`src/rtl/spi_command_sequencer.sv`:
```
// spi_command_sequencer: decodes SPI commands, stages whole records and drains them into the segment fifo.
// Optional per-record XOR checksum byte enabled by defining SEQ_CHECKSUM_EN.
module spi_command_sequencer #(
    parameter int WordSize = 8,
    parameter int RecordWords = 16,
    parameter int Depth = 16,
    parameter logic [7:0] CmdStatus = 8'h01,
    parameter logic [7:0] CmdWriteFifo = 8'h02
) (
    input  logic                                   clk,
    input  logic                                   rst_n,
    input  logic                                   spi_cs,
    input  logic [WordSize-1:0]                    rx_word,
    input  logic                                   rx_valid,
    output logic [WordSize-1:0]                    tx_word,
    input  logic [$clog2(Depth*RecordWords):0]     fifo_size,
    input  logic                                   fifo_full,
    output logic                                   fifo_write_en,
    output logic [WordSize-1:0]                    fifo_data,
    output logic                                   busy,
    output logic                                   overflow,
    output logic                                   record_done
);
    localparam int LogRw = $clog2(RecordWords);
    localparam int CntW = LogRw + 1;
    localparam int SumW = $clog2(Depth*RecordWords) + 2;
`ifdef SEQ_CHECKSUM_EN
    localparam int LastCnt = RecordWords;
`else
    localparam int LastCnt = RecordWords - 1;
`endif
    typedef enum logic {IDLE, RECV} rx_state_t;
    typedef enum logic {D_IDLE, D_BUSY} drain_state_t;
    rx_state_t rx_state, rx_next;
    drain_state_t d_state, d_next;
    logic [CntW-1:0] byte_cnt;
    logic [LogRw-1:0] idx;
    logic [WordSize-1:0] staging [RecordWords];
    logic [WordSize-1:0] drain_buf [RecordWords];
    logic [WordSize-1:0] rec_words [RecordWords];
    logic [CntW-1:0] drain_remaining;
    logic [SumW-1:0] used_words;
    logic [6:0] slots_free;
    logic rx_fire, rec_complete, csum_ok, room, accept, drop_ovf, status_cmd, csum_err;
    assign rx_fire = rx_valid && !spi_cs;
    assign rec_complete = rx_fire && rx_state == RECV && byte_cnt == CntW'(LastCnt);
    assign status_cmd = rx_fire && rx_state == IDLE && rx_word == CmdStatus;
    assign drain_remaining = d_state == D_BUSY ? CntW'(RecordWords) - CntW'(idx) : '0;
    assign used_words = SumW'(fifo_size) + SumW'(drain_remaining);
    assign slots_free = 7'(Depth) - 7'(used_words >> LogRw);
    assign room = slots_free != 7'd0 && !slots_free[6];
    assign accept = rec_complete && csum_ok && room && d_state == D_IDLE;
    assign drop_ovf = rec_complete && csum_ok && !(room && d_state == D_IDLE);
    assign tx_word = rx_state == IDLE ? {overflow, csum_err, slots_free[WordSize-3:0]} : '0;
`ifdef SEQ_CHECKSUM_EN
    logic [WordSize-1:0] csum;
    always_comb begin
        csum = rx_word;
        for (int k = 0; k < RecordWords; k++) csum = csum ^ staging[k];
    end
    assign csum_ok = csum == '0;
    assign rec_words = staging;
    always_ff @(posedge clk or negedge rst_n)
        if (!rst_n) csum_err <= 1'b0;
        else if (status_cmd) csum_err <= 1'b0;
        else if (rec_complete && !csum_ok) csum_err <= 1'b1;
`else
    assign csum_ok = 1'b1;
    assign csum_err = 1'b0;
    // the final word arrives in the completing cycle, so it bypasses staging
    always_comb begin
        rec_words = staging;
        rec_words[RecordWords-1] = rx_word;
    end
`endif
    always_ff @(posedge clk or negedge rst_n)
        if (!rst_n) begin
            rx_state <= IDLE;
            d_state <= D_IDLE;
        end else begin
            rx_state <= rx_next;
            d_state <= d_next;
        end
    always_comb begin
        rx_next = rx_state;
        if (spi_cs) rx_next = IDLE;
        else if (rx_fire && rx_state == IDLE && rx_word == CmdWriteFifo) rx_next = RECV;
    end
    always_ff @(posedge clk or negedge rst_n)
        if (!rst_n) byte_cnt <= '0;
        else if (spi_cs || (rx_fire && rx_state == IDLE)) byte_cnt <= '0;
        else if (rx_fire) byte_cnt <= rec_complete ? '0 : byte_cnt + 1'b1;
    always_ff @(posedge clk) begin
        if (rx_fire && rx_state == RECV && !byte_cnt[LogRw]) staging[byte_cnt[LogRw-1:0]] <= rx_word;
        if (accept) drain_buf <= rec_words;
    end
    always_ff @(posedge clk or negedge rst_n)
        if (!rst_n) overflow <= 1'b0;
        else if (status_cmd) overflow <= 1'b0;
        else if (drop_ovf) overflow <= 1'b1;
    always_comb begin
        d_next = d_state;
        busy = 1'b0;
        fifo_write_en = 1'b0;
        fifo_data = '0;
        record_done = 1'b0;
        if (d_state == D_BUSY) begin
            busy = 1'b1;
            fifo_write_en = !fifo_full;
            fifo_data = drain_buf[idx];
            record_done = fifo_write_en && idx == LogRw'(RecordWords - 1);
            d_next = record_done ? D_IDLE : D_BUSY;
        end else if (accept) d_next = D_BUSY;
    end
    always_ff @(posedge clk or negedge rst_n)
        if (!rst_n) idx <= '0;
        else if (fifo_write_en) idx <= idx + 1'b1;
endmodule

```
`config.mk`:
```
export PLATFORM = sky130hd
export DESIGN_NAME = spi_command_sequencer
export DESIGN_NICKNAME = d
export VERILOG_FILES = /design/src/rtl/spi_command_sequencer.sv
export SDC_FILE = /design/constraint.sdc
export NUM_CORES = 1
export LEC_CHECK = 0
export CAP_MARGIN = 5
export CELL_PAD_IN_SITES_DETAIL_PLACEMENT = 0
export CELL_PAD_IN_SITES_GLOBAL_PLACEMENT = 1
export CORE_ASPECT_RATIO = 0.8
export CORE_MARGIN = 2
export CORE_UTILIZATION = 50
export DETAILED_ROUTE_END_ITERATION = 8
export PLACE_DENSITY_LB_ADDON = 0.1
export SKIP_LAST_GASP = 1
export SYNTH_ARGS = -nofsm -noshare
export SYNTH_HDL_FRONTEND = slang
export SYNTH_SLANG_ARGS = --single-unit
```
`constraint.sdc`:
```
create_clock -name clk -period 17.9 [get_ports clk]
set_input_delay 2.685 -clock clk [delete_from_list [all_inputs] [get_ports clk]]
set_output_delay 2.685 -clock clk [all_outputs]
set_load 0.05 [all_outputs]
```
==> run_results.csv, run 1 <==
group,metric,value,unit
outcome,status,"finished clean",
yosys,synth_area_per_cell,20.5,sq um
yosys,synth_cell_type_count,47,
finish,post_route_cells_drive_above_1_share,17.1,%
yosys,syn_area,9780,sq um
critical_path,worstPathArrival,6.11,ns
yosys,synth-simple-area-share,4.53,%
critical_path,critPathTopFamily,"buffers and inverters",
floorplan,coreArea,19100,sq um
timing,tns,0,ns
placement,dp_hpwl,11000,um
cts,clk_latency,0.50,ns
critical_path,start_kind,"input port",
finish,final_area,11200,sq um
yosys,syn_inst,478,
yosys,synth-compound-area-share,2.82,%
cts,cts.hold.buffers_added,0,
critical_path,crit_type,"input port to primary output",
detailed_routing,ant_nets,0,
timing,layout_setup_ws,9.10,ns
cts,numClockSinks,260,
global_routing,first_global_vias,4377,
timing,final_hold_viol_count,0,
floorplan,fp.dieH,129,um
global_routing,antenna_found_initial,2,
global_routing,grt_max_degree,68,
power,ir_worst_vdd,82.1,uV
timing,clock.fmax,114,MHz
global_routing,grt_overflow,0,
yosys,synth_fp_nets,511,
critical_path,crit_slowest_cell,"clkdlybuf4s50_1",
placement,place_ws,9.13,ns
yosys,synth_enable_flop_cells,248,
timing,finalMaxSlewViolations,0,
critical_path,crit_buf_inv,2,
critical_path,max_stage_delay,0.81,ns
yosys,synth-adder-area-share,1.41,%
yosys,synth_top_family_by_area,"multiplexers",
cts,clkSlewWorstSetupHoldPaths,0.06,ns
yosys,synth_common_cells,"edfxtp_1 (248), mux4_2 (40), nor2_1 (25)",
yosys,synth_top_area_share,76.2,%
yosys,synth_seq_cells,260,
placement,gp_congestion,0.866,
placement,io_buffers,40,
finish,final_nets,567,
floorplan,dieArea,20700,sq um
yosys,synth_area_leaders,"edfxtp_1 (76%), mux4_2 (9.2%), dfrtp_1 (3.1%)",
power,p_leak,3.61,nW
cts,post_cts_buffers,0,
critical_path,cpMostUsedCell,"nor2_1",
floorplan,start_util,51.2,%
yosys,synth_area_leader_cell,"edfxtp_1",
timing,whs,0.414,ns
finish,antenna_cells,0,
yosys,synthFlopType,"edfxtp_1",
critical_path,crit_chain,"clkdlybuf4s50_1 > ha_1 > nand4_4 > a2111oi_2 > nor2_1 > xor2_1 > ha_1 > nor2_1 > o2111a_1 > a31oi_1 > xor2_1 > nor2_1 > clkdlybuf4s50_1",
detailed_routing,drt_iter0_drc,381,
detailed_routing,wl_per_cell,21.8,um
power,p_total,1.17,mW
finish,post-route-util,58.9,%
yosys,ys.warnings.count,0,
placement,placedInstanceArea,10500,sq um
power,p_per_area,104,nW/um^2
critical_path,cp.required,15.21,ns
critical_path,cp_max_fo,5,
cts,cts-root-buf,"clkbuf_16",
floorplan,row_count,45,
detailed_routing,via_per_inst,5.39,
hold_path,hold_class,"register to register",
yosys,muxShareOfSynthArea,9.21,%
timing,period_minus_slack,8.80,ns
yosys,ys_async_sr_fraction,4.62,%
cts,cts_buffer_depth,3,
placement,dp_cells,765,
cts,htreeDepth,1,
yosys,yosysMostFrequentCell,"edfxtp_1",
finish,area_delta_synth_final,14.9,%
yosys,ys_seq_area_share,79.2,%
run,cap_violations,0,
timing,period_share,49.1,%
critical_path,end_kind,"primary output",
timing,rsz0062_at_grt,"no",
cts,cts_made_buffers,25,
detailed_routing,route.final.wire_length,17600,um
timing,tightest_slew,1.27,ns
timing,clock_skew,0.00811,ns
global_routing,grt_pass1_wl,26900,um
detailed_routing,post-route-drc-count,0,
timing,finalSetupViolations,0,
global_routing,grtUsageTotal,17.8,%
finish,final_cells,808,
cts,cts-resized-gates,0,
detailed_routing,vias,4353,
cts,cts_tree,"yes",
yosys,synth_xor_area_share,1.15,%
floorplan,dieWidth,160,um
timing,slew_headroom,14.7,%
detailed_routing,dr.pass1.iters,5,
floorplan,ios,42,
-- final timing paths --
kind / from / to / slack [ns] / depth (start not counted)
min in group asynchronous: rst_n / idx[3] / 2.57 / 1
max in group asynchronous: rst_n / idx[0] / 14.90 / 1
min: rec_words[47] / drain_buf[47] / 0.41 / 0
max: fifo_size[1] / tx_word[4] / 9.10 / 13
max reg2reg: idx[1] / drain_buf[3] / 11.82 / 16
min reg2reg: rec_words[47] / drain_buf[47] / 0.41 / 0
-- routing by layer --
| layer | GRT usage [%] | share of wire [%] | vias up |
|---|---|---|---|
| li1 | - | - | 2017 |
| met3 | 3.33 | 7.6 | 20 |
| met5 | 0 | 0 | - |
| met2 | 28.8 | 47 | 103 |
| met1 | 26.0 | 44 | 2213 |
| met4 | 3.76 | 1.4 | 0 |
-- report_power, final --
part	switching [mW]	internal (mW)	total, mW
sequential	0.0000190	0.661	0.661
combinational	0.0170	0.00904	0.0260
clock	0.202	0.282	0.484
total	0.219	0.952	1.17
-- registers in the layout, summed over array words and instances (netlist names) --
name / flops
overflow: 1
d_state: 1
rx_state: 1
drain_buf: 128
rec_words: 120
byte_cnt: 5
idx: 4
-- logic make-up after synthesis --
family	Yosys count
adders and majority gates	11
DFF	260
muxes	40
and+or+nand+nor	84
buffers and inverters	33
AOI/OAI and AO/OA	37
xor gates and xnor gates	12
other	1
-- placed cells by master (no fill, tap or decap), types with 2 or more instances in the layout --
| cell type | instances |
|---|---|
| nand4_1 | 4 |
| nor2b_1 | 6 |
| bufinv_16 | 2 |
| nor3_2 | 2 |
| clkbuf_1 | 2 |
| a31oi_1 | 5 |
| clkbuf_16 | 25 |
| clkinvlp_4 | 2 |
| edfxtp_1 | 248 |
| nand3b_1 | 3 |
| clkinv_2 | 4 |
| and2_1 | 12 |
| xor2_1 | 3 |
| or3_1 | 2 |
| dfrtp_1 | 11 |
| nand2b_1 | 4 |
| o21ai_0 | 11 |
| nor2_1 | 25 |
| clkinv_1 | 8 |
| buf_4 | 11 |
| mux4_2 | 40 |
| a21oi_1 | 4 |
| nor3_1 | 6 |
| clkdlybuf4s50_1 | 40 |
| inv_1 | 11 |
| nand2_1 | 14 |
| o21ai_1 | 2 |
| nand3_1 | 3 |
| xnor2_1 | 8 |
| ha_1 | 11 |
-- area by class of cell --
type,instances,area [sq um]
inverters,11,41.3
well taps,258,323
clock inverters,16,125
flip-flops and latches,260,7750
repair buffers,51,483
clock buffers,27,633
multi-input cells,185,1880
fillers,1399,7850
Power figures use the tool's default switching activity.
==> run 2: changes to the inputs <==
- CORE_UTILIZATION: 50 -> 48
- clock period: 17.9 -> 8 ns (I/O delays scaled with it)
==> run 2 against run 1 <==
  * Highest routed layer unchanged
  * Flip-flop and latch count is the same
  * Final area grew 1.1%
  * Register-to-register slack lost 9.0 ns
  * Critical path depth grew 3
  * Critical path type is now register to primary output
  * Clock-buffer cell count grew 2
  * Clock skew grew 0.0046 ns
  * Combinational power grew 120%
  * Global-route usage shrank 0.28 points
  * Largest power group unchanged
  * Clock power grew to 2.5 times the previous value
  * First-iteration DRC count shrank 6.6%
  * Wire length grew 3.5%
  * Worst hold slack lost 0.0053 ns
==> run_results.csv, run 2 (synthesis results as in run 1) <==
group,metric,value,unit
outcome,status,"finished clean",
global_routing,grt_overflow,0,
cts,numClockSinks,260,
detailed_routing,post-route-drc-count,0,
floorplan,dieArea,21500,sq um
finish,largest_register,"drain_buf",
critical_path,cp.required,6.80,ns
placement,placedInstanceArea,10500,sq um
timing,slew_headroom,21.9,%
cts,cts-root-buf,"clkbuf_16",
detailed_routing,dr.pass1.iters,4,
global_routing,first_global_vias,4482,
critical_path,worstPathArrival,5.22,ns
critical_path,crit_chain,"buf_4 > nor3_1 > xnor2_1 > and2_1 > ha_1 > nor2_1 > a2111oi_2 > nor2_1 > xor2_1 > ha_1 > nor2_1 > o2111a_1 > a31oi_1 > xor2_1 > nor2_1 > clkdlybuf4s50_1",
power,p_leak,3.66,nW
critical_path,cpMostUsedCell,"nor2_1",
cts,clkSlewWorstSetupHoldPaths,0.07,ns
finish,final_nets,566,
power,ir_worst_vdd,190,uV
floorplan,fp.dieH,132,um
cts,htreeDepth,1,
critical_path,crit_buf_inv,2,
timing,finalMaxSlewViolations,0,
critical_path,cp_max_fo,24,
critical_path,end_kind,"primary output",
timing,whs,0.409,ns
detailed_routing,via_per_inst,5.43,
detailed_routing,ant_nets,0,
finish,final_area,11400,sq um
placement,io_buffers,40,
timing,finalSetupViolations,0,
power,p_per_area,243,nW/um^2
floorplan,start_util,49.1,%
detailed_routing,drt_iter0_drc,356,
timing,period_share,80.2,%
global_routing,grtUsageTotal,17.5,%
detailed_routing,vias,4431,
finish,antenna_cells,0,
floorplan,row_count,46,
cts,cts_made_buffers,26,
timing,clock.fmax,156,MHz
floorplan,dieWidth,164,um
global_routing,grt_max_degree,130,
floorplan,coreArea,19900,sq um
critical_path,start_kind,"register",
cts,cts_buffer_depth,3,
cts,cts-resized-gates,0,
finish,layout_commonest_cell,"edfxtp_1",
global_routing,antenna_found_initial,0,
placement,gp_congestion,0.832,
detailed_routing,wl_per_cell,22.3,um
finish,largest_reg_flops,128,
critical_path,critPathTopFamily,"buffers and inverters",
run,cap_violations,0,
timing,tns,0,ns
finish,post_route_cells_drive_above_1_share,17.9,%
hold_path,hold_class,"register to register",
cts,cts_tree,"yes",
timing,period_minus_slack,6.42,ns
finish,area_delta_synth_final,16.2,%
detailed_routing,route.final.wire_length,18200,um
cts,cts.hold.buffers_added,0,
placement,dp_hpwl,11300,um
timing,clock_skew,0.0127,ns
critical_path,max_stage_delay,0.81,ns
timing,rsz0062_at_grt,"no",
timing,final_hold_viol_count,0,
global_routing,grt_pass1_wl,27700,um
critical_path,crit_type,"register to primary output",
cts,clk_latency,0.52,ns
floorplan,ios,42,
timing,tightest_slew,1.17,ns
cts,post_cts_buffers,0,
finish,layout_common_cells,"edfxtp_1 (248), mux4_2 (40), clkdlybuf4s50_1 (40)",
critical_path,crit_slowest_cell,"clkdlybuf4s50_1",
==> run 2: cell types whose count changed in the layout (fill, tap and decap cells not counted) <==
cell | before | now
buf_4 | 11 | 8
clkinv_1 | 8 | 5
bufinv_16 | 2 | 4
clkbuf_16 | 25 | 27
clkinv_2 | 4 | 6
buf_12 | 0 | 1
inv_6 | 0 | 1
==> run 2: area by class of cell <==
cell class / instances / area, sq um
Clock buffer: 29 / 683
Clock inverter: 18 / 193
Tap cell: 264 / 330
Multi-Input combinational cell: 185 / 1880
Inverter: 11 / 41.3
Fill cell: 1543 / 8550
Sequential cell: 260 / 7750
Timing Repair Buffer: 49 / 480
==> run 2: worst reg2reg max path, stage by stage, from the launching register on <==
cell and delay, ns:
dfrtp_1 0.73, buf_4 0.52, nor3_1 0.14, xnor2_1 0.16, and2_1 0.18, ha_1 0.31
nor2_1 0.09, a2111oi_2 0.59, nor2_1 0.10, xor2_1 0.19, ha_1 0.28, inv_1 0.10
a311oi_1 0.28, nor2_1 0.12, a311oi_4 0.31, buf_12 0.49
==> run 2: path summary, 6_finish.rpt <==
kind / endpoint / slack [ns] / startpoint / cells past startpoint
min in group asynchronous: idx[2] / 1.13 / rst_n / 1
min reg2reg: drain_buf[38] / 0.41 / rec_words[38] / 0
min: drain_buf[38] / 0.41 / rec_words[38] / 0
max reg2reg: drain_buf[14] / 2.86 / idx[1] / 15
max: tx_word[4] / 1.58 / idx[1] / 16
max in group asynchronous: idx[0] / 6.36 / rst_n / 1
==> run 2: power breakdown <==
| group | internal (mW) | switching (mW) | total (mW) |
|---|---|---|---|
| clock | 0.742 | 0.480 | 1.22 |
| combinational | 0.0202 | 0.0379 | 0.0581 |
| sequential | 1.48 | 0.0000463 | 1.48 |
| total | 2.24 | 0.518 | 2.76 |
==> run 2: metrics by stage <==
step	utilization (%)	setup slack [ns]	instances	total power [mW]
after floorplan	-	0.841	478	1.53
after global placement	52.7	2.19	769	1.57
after detailed placement	52.7	2.10	769	1.57
after CTS	57.0	1.54	816	2.78
after global routing	57.0	1.30	816	2.84
final	57.0	1.58	816	2.76
==> run 2: metal layers <==
layer  GRT usage (%)  vias to the layer above  wire (um)
li1                -                     2015          -
met1            27.4                     2295       8840
met2            26.3                       93       8280
met3            3.06                       28        771
met4            3.36                        0        327
met5               0                        -          0
